===== src/rtl/sa_params_pkg.sv =====
// Shared AXI parameters and the address-generator state type.
package sa_params_pkg;

    localparam int unsigned AXI_ADDR_WIDTH      = 32;
    localparam int unsigned AXI_DATA_WIDTH      = 32;
    localparam int unsigned AXI_MAX_BURST_BEATS = 16;
    localparam int unsigned AXI_4KB_BOUNDARY    = 4096;

    typedef enum logic [1:0] {
        IDLE,
        CALC,
        ISSUE,
        DONE
    } ag_state_e;

endpackage


===== src/rtl/axi_addr_gen.sv =====
// Splits a byte region into AXI INCR burst requests that never cross 4 KB
// and never exceed MAX_BEATS beats; one request in flight at a time.
module axi_addr_gen
    import sa_params_pkg::*;
#(
    parameter int unsigned ADDR_W    = AXI_ADDR_WIDTH,
    parameter int unsigned DATA_W    = AXI_DATA_WIDTH,
    parameter int unsigned MAX_BEATS = AXI_MAX_BURST_BEATS
) (
    input  logic              clk,
    input  logic              rst,
    input  logic              start,
    input  logic [ADDR_W-1:0] base_addr,
    input  logic [31:0]       bytes_total,
    output logic              req_valid,
    input  logic              req_ready,
    output logic [ADDR_W-1:0] req_addr,
    output logic [7:0]        req_len,
    output logic              req_last,
    output logic              done,
    output logic              busy
);

    localparam int unsigned BPB      = DATA_W / 8;
    localparam int unsigned ADDR_LSB = $clog2(BPB);
    localparam int unsigned BND_W    = 13 - ADDR_LSB;
    localparam int unsigned BEATS_W  = 9;
    localparam int unsigned REM_W    = 31;

    ag_state_e           state_q, state_d;
    logic [ADDR_W-1:0]   cur_addr_q, cur_addr_d;
    logic [REM_W-1:0]    rem_q, rem_d;
    logic [BEATS_W-1:0]  beats_q, beats_d;
    logic                req_valid_q, req_valid_d;
    logic [ADDR_W-1:0]   req_addr_q, req_addr_d;
    logic [7:0]          req_len_q, req_len_d;
    logic                req_last_q, req_last_d;
    logic                done_q, done_d;
    logic                busy_q, busy_d;

    logic [12:0]         span_c;
    logic [BND_W-1:0]    bnd_c;
    logic [REM_W-1:0]    min_c;
    logic [BEATS_W-1:0]  beats_c;

    // Burst length: min(remaining, MAX_BEATS, beats left before the 4 KB line)
    always_comb begin
        span_c = 13'(AXI_4KB_BOUNDARY) - {1'b0, cur_addr_q[11:0]};
        bnd_c  = BND_W'(span_c >> ADDR_LSB);
        min_c  = REM_W'(MAX_BEATS);
        if (REM_W'(bnd_c) < min_c) begin
            min_c = REM_W'(bnd_c);
        end
        if (rem_q < min_c) begin
            min_c = rem_q;
        end
        beats_c = BEATS_W'(min_c);
    end

    always_comb begin
        state_d     = state_q;
        cur_addr_d  = cur_addr_q;
        rem_d       = rem_q;
        beats_d     = beats_q;
        req_valid_d = req_valid_q;
        req_addr_d  = req_addr_q;
        req_len_d   = req_len_q;
        req_last_d  = req_last_q;
        done_d      = 1'b0;

        unique case (state_q)
            IDLE: begin
                // done_q marks the DONE->IDLE cycle; a start there is dropped
                if (start && !done_q) begin
                    cur_addr_d = base_addr & ~ADDR_W'(BPB - 1);
                    rem_d      = REM_W'((33'(bytes_total) + 33'(BPB - 1)) >> ADDR_LSB);
                    state_d    = CALC;
                end
            end
            CALC: begin
                if (rem_q == '0) begin
                    state_d = DONE;
                end else begin
                    beats_d     = beats_c;
                    req_addr_d  = cur_addr_q;
                    req_len_d   = 8'(beats_c - BEATS_W'(1));
                    req_last_d  = (REM_W'(beats_c) == rem_q);
                    req_valid_d = 1'b1;
                    state_d     = ISSUE;
                end
            end
            ISSUE: begin
                if (req_ready) begin
                    cur_addr_d  = cur_addr_q + (ADDR_W'(beats_q) << ADDR_LSB);
                    rem_d       = rem_q - REM_W'(beats_q);
                    req_valid_d = 1'b0;
                    state_d     = req_last_q ? DONE : CALC;
                end
            end
            DONE: begin
                done_d  = 1'b1;
                state_d = IDLE;
            end
            default: begin
                state_d = IDLE;
            end
        endcase

        busy_d = (state_d != IDLE);
    end

    always_ff @(posedge clk or posedge rst) begin
        if (rst) begin
            state_q     <= IDLE;
            cur_addr_q  <= '0;
            rem_q       <= '0;
            beats_q     <= '0;
            req_valid_q <= 1'b0;
            req_addr_q  <= '0;
            req_len_q   <= '0;
            req_last_q  <= 1'b0;
            done_q      <= 1'b0;
            busy_q      <= 1'b0;
        end else begin
            state_q     <= state_d;
            cur_addr_q  <= cur_addr_d;
            rem_q       <= rem_d;
            beats_q     <= beats_d;
            req_valid_q <= req_valid_d;
            req_addr_q  <= req_addr_d;
            req_len_q   <= req_len_d;
            req_last_q  <= req_last_d;
            done_q      <= done_d;
            busy_q      <= busy_d;
        end
    end

    assign req_valid = req_valid_q;
    assign req_addr  = req_addr_q;
    assign req_len   = req_len_q;
    assign req_last  = req_last_q;
    assign done      = done_q;
    assign busy      = busy_q;

endmodule


===== config.mk =====
export PLATFORM = sky130hd
export DESIGN_NAME = axi_addr_gen
export DESIGN_NICKNAME = d
export VERILOG_FILES = /design/src/rtl/sa_params_pkg.sv /design/src/rtl/axi_addr_gen.sv
export SDC_FILE = /design/constraint.sdc
export NUM_CORES = 1
export LEC_CHECK = 0
export ABC_AREA = 1
export BUFFER_PORTS_ARGS = -buffer_cell sky130_fd_sc_hd__buf_2
export CAP_MARGIN = 20
export CORE_MARGIN = 1.5
export CORE_UTILIZATION = 60
export DETAILED_ROUTE_END_ITERATION = 12
export GPL_ROUTABILITY_DRIVEN = 0
export GPL_TIMING_DRIVEN = 0
export PLACE_DENSITY = 0.92
export SYNTH_ARGS = -nofsm -noshare
export SYNTH_HDL_FRONTEND = slang
export SYNTH_SLANG_ARGS = --single-unit

===== constraint.sdc =====
create_clock -name clk -period 8.7 [get_ports clk]
set_clock_uncertainty 0.15 [all_clocks]
set_input_delay 1.305 -clock clk [delete_from_list [all_inputs] [get_ports clk]]
set_output_delay 1.305 -clock clk [all_outputs]
set_load 0.02 [all_outputs]

==> qor.yml <==
critical_path:
  cp_slowest_cell: "dfrtp_1"
  r2r.worst_path.cells: 28
  rrSetupSlack_ns: 4.70
  cp-start-kind: "flop"
  crit_path_end_kind: "flop"
  cp_common_cell: "nand2_1"
  startpoint: "cur_addr_q[3]"
  r2r-start: "cur_addr_q[3]"
  path_delay_family: "simple AND/OR/NAND/NOR gates"
  worst-path-max-fanout: 10
  worstPathArrival_ns: 4.17
  cp_data_required_time_ns: 8.86
  crit_buf_inv: 5
  r2r_end: "req_len[6]"
  slowest_delay_ns: 0.41
  critPathKind: "flop to flop"
drt:
  vias_per_cell: 5.913
  top_layer: "met4"
  antenna_left: 0
  drc: 0
  met3WireLength_mm: 2.848
  wl_per_cell_um: 16.60
  met2_length_mm: 10.58
  routed-via-count: 8533
  drt_iter0_markers: 1125
  drt_pass1_iterations: 7
  wl_met1_mm: 9.409
  wirelength_mm: 23.95
clocking:
  cts.path.max_buffers: 2
  cts_setup_buffers: 0
  clock_sinks: 114
  clk_latency_ns: 0.43
  root_buffer: "clkbuf_16"
  htree_levels: 4
  numCtsBuffers: 17
  cts_hold_repair.buffers: 0
  cts.repair.resized: 0
  clk_pin_slew_ns: 0.05
  cts_tree: "done"
pwr:
  p_leak_uw: 0.004517
  p_switching_uw: 1558
  combPwrFrac: 0.486
  pwr-share-clk: 0.209
  power.density_mw_per_mm2: 352.1
  p_int_uw: 1698
  peakVddDrop_uv: 234.3
  seq_power_share: 0.306
  switching_share: 0.4784
global_route:
  grt_pass1_wl_mm: 38.99
  grt_remaining_overflow: 0
  gr-usage-all-layers: 0.3548
  grt_pass1_vias: 8070
  antenna_found_initial: 0
  grt_max_degree: 73
layout:
  drive_gt1_frac: 0.1479
  synthToLayoutAreaGrowth_pct: 17.45
  final_cell_mix: "nand2_1, inv_1, nor2_1"
  layout_commonest_cell: "nand2_1"
  nets: 1358
  n_antenna_cell: 0
  fin_cells: 1443
  fin_util: 0.7268
  postLayoutCellArea_mm2: 0.009246
  fillers: 979
placed_design:
  dp_slack_ns: 4.933
  dpl.hpwl_mm: 16.98
  placed_cell_area_mm2: 0.008676
  portBuffers: 107
  dp.cells: 1412
yosys:
  ys.flop_type: "dfrtp_1"
  yosysSeqAreaShare: 0.3624
  postSynth.asyncResetShare: 1.000
  synthCells: 1126
  yosys-top-cells-area: "dfrtp_1, nand2_1, o21ai_0"
  yosysTopAreaCell: "dfrtp_1"
  yosys.cell_types.count: 46
  synth_area_mm2: 0.007873
  synth_edf_count: 0
  synth.top_cell.area_share: 0.3624
  ys_ff_latch: 114
  avgSynthCellArea_um2: 6.992
  yosys_warnings: 0
sta:
  slew_headroom: 0.4171
  setup_tns_ns: 0
  setup-violations-final: 0
  finalHoldViolCount: 0
  timing.fmax_ghz: 0.2498
  worst_pin_slew_ns: 0.8743
  fin_ws_ns: 4.697
  slew_viol_final: 0
  min_period_over_period: 0.4602
  rsz0062_at_grt: "false"
  post-route-min-period_ns: 4.003
min_path:
  hold_start: "req_len[6]"
  holdPathEnd: "req_len[6]"
  holdPathStages: 2
  min_path_type: "flop to flop"
floorplan:
  coreArea_mm2: 0.01272
  die_y_um: 117.5
  num_rows: 41
  die_x_um: 117.5
  io_pins: 112
  dieArea_mm2: 0.01382
  initial_core_util: 0.6188
job:
  timing.max_cap.violations: 0
run_status:
  status: "finished, final reports clean"
[Yosys cell counts (2+ instances only)]
cell type  instances
xor2_1            26
a31oi_1           15
xnor2_1            7
a21oi_1           50
a22oi_1            3
o211ai_1           7
nand4_1           17
nand2_2            6
fa_1               2
o22ai_1           22
ha_1              29
nor2_1           123
o21ai_1            4
dfrtp_1          114
conb_1             2
inv_1            142
buf_4              5
buf_2              5
clkbuf_1          28
nor4_1            11
nand3_1           70
a211oi_1           4
nand2_1          245
or2_2              7
nor2_2            11
nor4_2             2
o21bai_1           3
inv_2              6
o21ai_0          119
nor3_1            25
[how the worst max path moves through the flow]
stage / end / slack (ns) / cells after the start
5_1_grt: req_len[7] / 4.42 / 26
3_5_place_dp: req_len[6] / 4.93 / 28
2_1_floorplan: beats_q[0] / 4.23 / 1
3_3_place_gp: rem_q[3] / 2.98 / 2
4_1_cts: req_len[7] / 4.87 / 26
6_report: req_len[6] / 4.70 / 28
[layout make-up]
| type | count | area, µm² | area share |
|---|---|---|---|
| multi-input combinational | 831 | 4308 | 0.4659 |
| sequential | 114 | 2853 | 0.3085 |
| timing repair buffer | 108 | 563.0 | 0.06089 |
| inverter | 148 | 558.0 | 0.06035 |
| clock buffer | 21 | 460.4 | 0.04980 |
| tap | 172 | 215.2 | 0.02327 |
| buffer | 39 | 178.9 | 0.01935 |
| clock inverter | 10 | 110.1 | 0.01191 |
[per-stage QoR]
step                      total power [µW]  hold slack (ns)
after floorplan                       2018           0.3052
after global placement                2433           0.3110
after detailed placement              2493           0.3169
after CTS                             3194           0.3293
after global routing                  3463           0.3504
final                                 3256           0.3271
[cell families (layout without fill, tap and decap cells)]
kind of cell,after synthesis,in the layout,synth area share
buffers and inverters,187,326,0.09329
XOR/XNOR,33,33,0.03671
other,2,8,0.0009539
flip-flops,114,114,0.3624
adder cells (fa/ha/maj),31,31,0.05118
AND/OR/NAND/NOR,524,524,0.2912
AO/OA/AOI/OAI,235,235,0.1643
[tightest hold or removal path, stage by stage, from the launching register on]
cell,delay (ns)
dfrtp_1,0.34
nand2_1,0.05
nand2_1,0.05
[power by group through the flow]
stage	clock (µW)	sequential, µW	combinational (µW)
after floorplan	0	1020	994
after global placement	0	973	1460
after detailed placement	0	983	1510
after CTS	674	982	1540
after global routing	703	1020	1740
final	680	995	1580
[flip-flops by register name, indices dropped and copies added (netlist names)]
name and flops:
req_len 8, rem_q 31, done 1, req_last 1
busy 1, req_valid 1, cur_addr_q 30, req_addr 30
state_q 2, beats_q 9
[metal layers]
metal / track usage / vias up
met5: 0 / -
met4: 0.1738 / 0
met3: 0.08576 / 126
met2: 0.5555 / 604
met1: 0.4632 / 3818
li1: - / 3985
No activity file was read; power rests on OpenSTA's default activity.
